**src/rtl/instruction_fetch.sv**
```systemverilog
// Fetch stage: owns the PC, issues credit-limited imem reads, queues returned words in order; FETCH_ALIGN_CHECK_EN enables misaligned-redirect detection.
// Latency: response at edge N -> inst_valid in cycle N+1 (registered queue, no bypass).
// Backpressure: requests stall while queued + in-flight reach DEPTH; redirect flushes the queue and drops stale responses.
module instruction_fetch #(
  parameter logic [31:0] RESET_PC = 32'h0000_0000,
  parameter int          DEPTH    = 2
) (
  input  logic        clk,
  input  logic        reset,
  output logic        imem_req_valid,
  input  logic        imem_req_ready,
  output logic [31:0] imem_addr,
  input  logic        imem_resp_valid,
  input  logic [31:0] imem_resp_data,
  input  logic        redirect_valid,
  input  logic [31:0] redirect_pc,
  output logic        inst_valid,
  input  logic        inst_ready,
  output logic [31:0] instruction,
  output logic [31:0] inst_pc,
  output logic        fetch_misaligned
);
  localparam int AW = $clog2(DEPTH);
  localparam int CW = AW + 1;
  localparam logic [CW:0] DEPTH_C = (CW+1)'(DEPTH);

  typedef struct packed {
    logic [31:0] word;
    logic [31:0] pc;
  } fetch_entry_t;

  fetch_entry_t  q_mem [DEPTH];
  logic [AW-1:0] q_wp, q_rp;
  logic [CW-1:0] q_count;
  logic [CW-1:0] inflight, inflight_nxt, drop;
  logic [31:0]   pc, resp_pc, target_pc;
  logic [CW:0]   occupancy;
  logic          req_fire, resp_stale, push, pop;

  // Stale responses still occupy credit, so they count until they return.
  assign occupancy      = {1'b0, q_count} + {1'b0, inflight};
  assign imem_req_valid = !reset && !redirect_valid && (occupancy < DEPTH_C);
  assign imem_addr      = {pc[31:2], 2'b00};
  assign req_fire       = imem_req_valid && imem_req_ready;

  assign resp_stale = (drop != '0);
  assign push       = imem_resp_valid && !resp_stale && !redirect_valid;
  assign pop        = inst_valid && inst_ready && !redirect_valid;

  assign inst_valid  = (q_count != '0);
  assign instruction = q_mem[q_rp].word;
  assign inst_pc     = q_mem[q_rp].pc;

`ifdef FETCH_ALIGN_CHECK_EN
  logic misaligned_q;

  assign target_pc        = {redirect_pc[31:2], 2'b00};
  assign fetch_misaligned = misaligned_q;

  always_ff @(posedge clk or posedge reset) begin
    if (reset) misaligned_q <= 1'b0;
    else       misaligned_q <= redirect_valid && (redirect_pc[1:0] != 2'b00);
  end
`else
  assign target_pc        = redirect_pc;
  assign fetch_misaligned = 1'b0;
`endif

  always_comb begin
    inflight_nxt = inflight;
    if (req_fire && !imem_resp_valid)      inflight_nxt = inflight + CW'(1);
    else if (!req_fire && imem_resp_valid) inflight_nxt = inflight - CW'(1);
  end

  always_ff @(posedge clk or posedge reset) begin
    if (reset) begin
      pc       <= RESET_PC;
      resp_pc  <= RESET_PC;
      inflight <= '0;
      drop     <= '0;
    end else begin
      inflight <= inflight_nxt;
      if (redirect_valid) begin
        // Everything still outstanding after this edge belongs to the old path.
        pc      <= target_pc;
        resp_pc <= target_pc;
        drop    <= inflight_nxt;
      end else begin
        if (req_fire) pc <= pc + 32'd4;
        if (push) resp_pc <= resp_pc + 32'd4;
        if (imem_resp_valid && resp_stale) drop <= drop - CW'(1);
      end
    end
  end

  always_ff @(posedge clk or posedge reset) begin
    if (reset) begin
      q_wp    <= '0;
      q_rp    <= '0;
      q_count <= '0;
      for (int i = 0; i < DEPTH; i++) q_mem[i] <= '0;
    end else if (redirect_valid) begin
      q_wp    <= '0;
      q_rp    <= '0;
      q_count <= '0;
    end else begin
      if (push) begin
        q_mem[q_wp] <= '{word: imem_resp_data, pc: resp_pc};
        q_wp        <= q_wp + AW'(1);
      end
      if (pop) q_rp <= q_rp + AW'(1);
      case ({push, pop})
        2'b10:   q_count <= q_count + CW'(1);
        2'b01:   q_count <= q_count - CW'(1);
        default: q_count <= q_count;
      endcase
    end
  end

endmodule
```
**config.mk**
```make
export PLATFORM = sky130hd
export DESIGN_NAME = instruction_fetch
export DESIGN_NICKNAME = d
export VERILOG_FILES = /design/src/rtl/instruction_fetch.sv
export SDC_FILE = /design/constraint.sdc
export NUM_CORES = 1
export LEC_CHECK = 0
export BUFFER_PORTS_ARGS = -buffer_cell sky130_fd_sc_hd__buf_2
export CAP_MARGIN = 20
export CORE_MARGIN = 5
export CORE_UTILIZATION = 57
export DETAILED_ROUTE_END_ITERATION = 12
export PLACE_DENSITY = 0.87
export SLEW_MARGIN = 30
export SYNTH_ARGS = -nofsm -noshare
export SYNTH_HDL_FRONTEND = slang
export SYNTH_SLANG_ARGS = --single-unit
```
**constraint.sdc**
```tcl
create_clock -name clk -period 7.83 [get_ports clk]
set_input_delay 0.783 -clock clk [delete_from_list [all_inputs] [get_ports clk]]
set_output_delay 0.783 -clock clk [all_outputs]
set_load 0.05 [all_outputs]
```
==> results of run 1 <==
==> cells by family after synthesis <==
| logic type | count (synthesis) | share of synthesized area (%) |
|---|---|---|
| flops | 198 | 50.6 |
| mux | 202 | 23.2 |
| compound gates | 98 | 6.93 |
| buf+inv | 66 | 2.89 |
| fa+ha+maj | 4 | 0.588 |
| other cells | 1 | 0.0383 |
| simple gates | 225 | 13.4 |
| xor+xnor | 26 | 2.33 |
==> worst max-delay path: cells and delay by family (launching register included) <==
family / cells / cell delay [ps]
mux: 1 / 430
flops: 1 / 680
buf+inv: 2 / 820
==> how the worst max path moves through the flow <==
stage	start	endpoint	slack, ps	cells after the start
6_report	q_rp	inst_pc[16]	4680	3
5_1_grt	q_count[0]	pc[16]	4570	6
4_1_cts	q_rp	inst_pc[16]	4630	3
3_5_place_dp	redirect_valid	pc[20]	4730	6
3_3_place_gp	redirect_valid	pc[19]	4860	6
2_1_floorplan	reset	drop[0]	1650	1
==> state kept, by name (all words and copies together), names as in the netlist <==
name,count
inflight,2
q_rp,1
q_wp,1
drop,2
q_mem,128
resp_pc,32
pc,30
q_count,2
==> routing by layer <==
| layer | track usage, % | wire, um |
|---|---|---|
| met1 | 33.8 | 9920 |
| met2 | 35.9 | 10400 |
| met3 | 5.66 | 1910 |
| met4 | 7.14 | 498 |
| met5 | 0 | 19 |
==> power by group through the flow <==
stage / Sequential [mW] / Combinational [mW] / Clock (mW)
finish: 1.59 / 1.90 / 0.887
detailed placement: 1.61 / 1.91 / 0
CTS: 1.59 / 1.92 / 0.905
floorplan: 1.59 / 1.51 / 0
global route: 1.64 / 2.02 / 0.949
global placement: 1.58 / 1.88 / 0
==> cell usage in the layout, fill, tap and decap left out, types with 4 or more instances in the layout <==
| cell | Yosys | layout |
|---|---|---|
| a31o_2 | 5 | 5 |
| or2_2 | 4 | 4 |
| and3_1 | 8 | 8 |
| and2_1 | 4 | 4 |
| clkbuf_16 | 0 | 17 |
| nor2_1 | 37 | 37 |
| a211o_1 | 5 | 5 |
| buf_2 | 11 | 165 |
| nand3_1 | 25 | 24 |
| xnor2_1 | 22 | 22 |
| o21ai_0 | 16 | 16 |
| a31oi_1 | 21 | 21 |
| mux2_2 | 199 | 199 |
| a21oi_1 | 8 | 8 |
| nor4_1 | 17 | 17 |
| nor3_1 | 13 | 13 |
| xor2_1 | 4 | 4 |
| nand2_1 | 40 | 40 |
| or4_1 | 17 | 17 |
| o31ai_1 | 14 | 14 |
| dfrtp_1 | 198 | 197 |
| a211oi_1 | 11 | 11 |
| inv_1 | 15 | 14 |
| buf_4 | 3 | 5 |
| nand4_1 | 24 | 24 |
| and4_1 | 12 | 12 |
==> layout make-up <==
class	count	area, sq um
Multi-Input combinational cell	558	4580
Timing Repair Buffer	172	895
Clock inverter	8	123
Inverter	16	67.6
Sequential cell	198	4960
Tap cell	225	282
Fill cell	1283	5680
Clock buffer	23	478
==> through the flow <==
step | cells | power [mW] | area [sq um] | hold slack [ps]
6_report | 1200 | 4.39 | 11400 | 477
3_5_place_dp | 1168 | 3.52 | 10800 | 466
3_3_place_gp | 1168 | 3.46 | 10800 | 456
2_1_floorplan | 822 | 3.09 | 9800 | 444
5_1_grt | 1200 | 4.61 | 11400 | 511
4_1_cts | 1199 | 4.42 | 11400 | 481
==> flow_summary.yaml, run 1 <==
layout:
  nNetsFinal: 1037
  syn2layout_area_growth_pct: 16.2
  antenna_cells: 0
  layout-drive-gt1-share_pct: 43.2
  fin_util_pct: 66.7
sta:
  skew_ps: 12.1
  setup_tns_ps: 0
  slew_violations: 0
  hold_violations: 0
  setup_slack_ps: 4680
  fin_crit_sh_pct: 40.2
  tightest_slew_ps: 1030
  min_period_ps: 3150
  rsz0062_at_grt: "no"
  fmax_mhz: 318
  slew_headroom_pct: 31.0
  setup_viol: 0
setup_path:
  r2r_slack_ps: 4780
  rr_worst_depth: 6
  crit_type: "reg -> out"
  worstReg2RegEnd: "pc[18]"
  startpoint_type: "flip-flop"
  critPathSlowestCell: "dfrtp_2"
  required_ps: 7050
  crit_chain: "buf_4 > mux2_2 > buf_2"
  crit_arrival_ps: 2360
  cpPeakStageDelay_ps: 680
  r2r_start: "q_count[0]"
  crit_path_end_kind: "output pin"
  critPathMaxFanout: 46
yosys:
  synth_common_cells: "mux2_2, dfrtp_1, nand2_1, nor2_1, clkbuf_1"
  synth_top_cell_by_area: "dfrtp_1"
  synth_cell_type_count: 58
  yosysMostFrequentCell: "mux2_2"
  netlist_area_sq_um: 9790
  synth_top_area_share_pct: 50.6
  ys.flop_type: "dfrtp_1"
  yosysWarnings: 0
  synth_seq_cells: 198
  synth_area_leaders: "dfrtp_1, mux2_2, xnor2_1"
  syn_inst: 820
  ys_seq_area_share_pct: 50.6
  synth_edf_count: 0
  synth_area_per_cell_sq_um: 11.9
  async_flop_share_pct: 100
place:
  place_congestion: 0.936
  hpwl_mm: 15.6
  place_worst_setup_slack_ps: 4730
  port_buffers: 165
run:
  drv_cap: 0
clock_tree:
  path_clk_slew_ps: 70
  cts.path.max_buffers: 2
  cts.repair.resized: 0
  htreeDepth: 4
  root_buffer: "clkbuf_16"
  cts_tree: "built"
  cts_setup_buffers: 0
  hold_buffers: 0
  clk_latency_ps: 430
  cts.sinks: 198
  cts_buffers: 17
pwr:
  power_frac_seq_pct: 36.4
  ir_drop_mv: 0.249
  swShare_pct: 41.7
  power_frac_comb_pct: 43.4
  p_leak_nw: 5.04
  power.switching_mw: 1.83
  intPower_mw: 2.56
  clkPwrFrac_pct: 20.2
  powerDensity_nw_per_um2: 386
floorplanning:
  core_area_sq_um: 17100
  die_w_um: 141
  start_util_pct: 57.4
  die_h_um: 141
  dieArea_sq_um: 19900
  ios: 169
  std_cell_rows: 48
worst_hold_path:
  whs_path_depth: 2
  min_path_type: "reg -> reg"
  hold_end: "q_mem[29]"
  min_from: "q_mem[29]"
drt:
  wl_per_cell_um: 18.9
  vias_per_cell: 6.13
  dr.pass1.iters: 5
  drt_wl_total_mm: 22.7
  drt-initial-drc-count: 448
  antenna_left: 0
  vias: 7352
  drc_errors: 0
global_routing:
  grt_pass1_wl_mm: 38.0
  overflow: 0
  grt_util_all_layers_pct: 23.6
  grt_max_degree: 113
  antenna_found_initial: 1
  grt_pass1_vias: 7405
status:
  outcome: "completed"
(Power assumes the default switching activity.)
==> run 2: changes to the inputs <==
Clock period 7.83 ns to 3.2 ns, I/O delays scaled along.
==> flow_summary.yaml, run 2 (synthesis results as in run 1) <==
status:
  outcome: "completed"
sta:
  slew_violations: 0
  tightest_slew_ps: 846
  fmax_mhz: 360
  min_period_ps: 2780
  slew_headroom_pct: 43.1
  setup_slack_ps: 419
  fin_crit_sh_pct: 86.9
  setup_tns_ps: 0
  hold_violations: 0
  setup_viol: 0
  skew_ps: 13.0
  rsz0062_at_grt: "no"
clock_tree:
  cts.sinks: 198
  hold_buffers: 0
  cts.path.max_buffers: 2
  cts.repair.resized: 0
  path_clk_slew_ps: 70
  clk_latency_ps: 430
  cts_setup_buffers: 0
  cts_buffers: 17
  htreeDepth: 4
  cts_tree: "built"
  root_buffer: "clkbuf_16"
pwr:
  ir_drop_mv: 0.591
  p_leak_nw: 5.07
  powerDensity_nw_per_um2: 936
layout:
  reg_top3: "q_mem (128), resp_pc (32), pc (30)"
  final_cell_mix: "mux2_2, dfrtp_1, buf_2, nand2_1, nor2_1"
  layout-drive-gt1-share_pct: 44.0
  largest_reg_flops: 128
  syn2layout_area_growth_pct: 17.1
  antenna_cells: 0
  nNetsFinal: 1045
  top_register: "q_mem"
  final_common_cell: "mux2_2"
drt:
  wl_per_cell_um: 19.3
  dr.pass1.iters: 5
  drc_errors: 0
  antenna_left: 0
  drt_wl_total_mm: 23.4
  vias: 7344
  drt-initial-drc-count: 473
  vias_per_cell: 6.07
floorplanning:
  ios: 169
  die_h_um: 141
  std_cell_rows: 48
  core_area_sq_um: 17100
  dieArea_sq_um: 19900
  start_util_pct: 57.4
  die_w_um: 141
setup_path:
  crit_path_end_kind: "flip-flop"
  crit_path_start: "q_count[0]"
  crit_chain: "and2_1 > fa_1 > or4b_1 > buf_4 > nor4_4 > a211oi_1 > nor4_1"
  cpPeakStageDelay_ps: 670
  startpoint_type: "flip-flop"
  r2r_start: "q_count[0]"
  critPathMaxFanout: 6
  required_ps: 3530
  crit_arrival_ps: 3110
  critPathSlowestCell: "or4b_1"
  path_delay_family: "simple AND/OR/NAND/NOR gates"
  critical_path_buf_inv_count: 1
  crit_type: "reg -> reg"
worst_hold_path:
  min_path_type: "in -> async"
place:
  port_buffers: 165
  place_worst_setup_slack_ps: 476
  hpwl_mm: 16.7
  place_congestion: 0.920
global_routing:
  grt_util_all_layers_pct: 24.2
  overflow: 0
  antenna_found_initial: 0
  grt_max_degree: 88
  grt_pass1_vias: 7557
  grt_pass1_wl_mm: 38.7
run:
  drv_cap: 0
## run 2: cell count changes in the layout (fill, tap and decap cells not counted), sizes merged
cell / change
clkinvlp: +4
inv: +1
bufinv: -1
clkinv: -1
buf: +8
clkbuf: -2
## run 2: final cells by class
type	count	area, sq um
Timing Repair Buffer	180	988
Multi-Input combinational cell	558	4590
Tap cell	225	282
Clock buffer	21	460
Sequential cell	198	4960
Fill cell	1243	5590
Clock inverter	11	124
Inverter	16	63.8
## run 2: stage by stage
step	cell area [sq um]	hold slack, ps	cells	utilization (%)	power (mW)
2_1_floorplan	9800	437	822	-	7.57
3_3_place_gp	10900	455	1177	63.7	8.50
3_5_place_dp	10900	468	1177	63.7	8.66
4_1_cts	11500	81.7	1209	67.1	10.8
5_1_grt	11500	115	1209	67.2	11.3
6_report	11500	77.7	1209	67.2	10.7
## run 2: power by group
part           switching (mW)  internal [mW]
Combinational            3.05           1.65
Sequential              0.571           3.34
Clock                   0.920           1.20
Total                    4.54           6.19
## run 2: worst reg2reg max path, stage by stage (launching register included)
cell,delay [ps]
dfrtp_1,430
and2_1,170
fa_1,520
or4b_1,670
buf_4,230
nor4_4,290
a211oi_1,130
nor4_1,240
## run 2: final timing paths
path / endpoint / slack [ps] / cells after the start
min reg2reg: q_mem[16] / 480 / 2
max in group asynchronous: q_mem[97] / 2240 / 3
max: pc[31] / 420 / 7
min in group clk: resp_pc[0] / 130 / 2
min: pc[3] / 80 / 2
max reg2reg: pc[31] / 420 / 7
## run 2: per-layer routing
metal | wire [um] | track usage [%] | up-vias | share of wire (%)
met5 | 0 | 0 | - | 0
met1 | 9850 | 33.6 | 3575 | 42
met4 | 550 | 8.16 | 0 | 2.4
met2 | 10900 | 37.9 | 369 | 46
li1 | - | - | 3350 | -
met3 | 2120 | 5.46 | 50 | 9.1
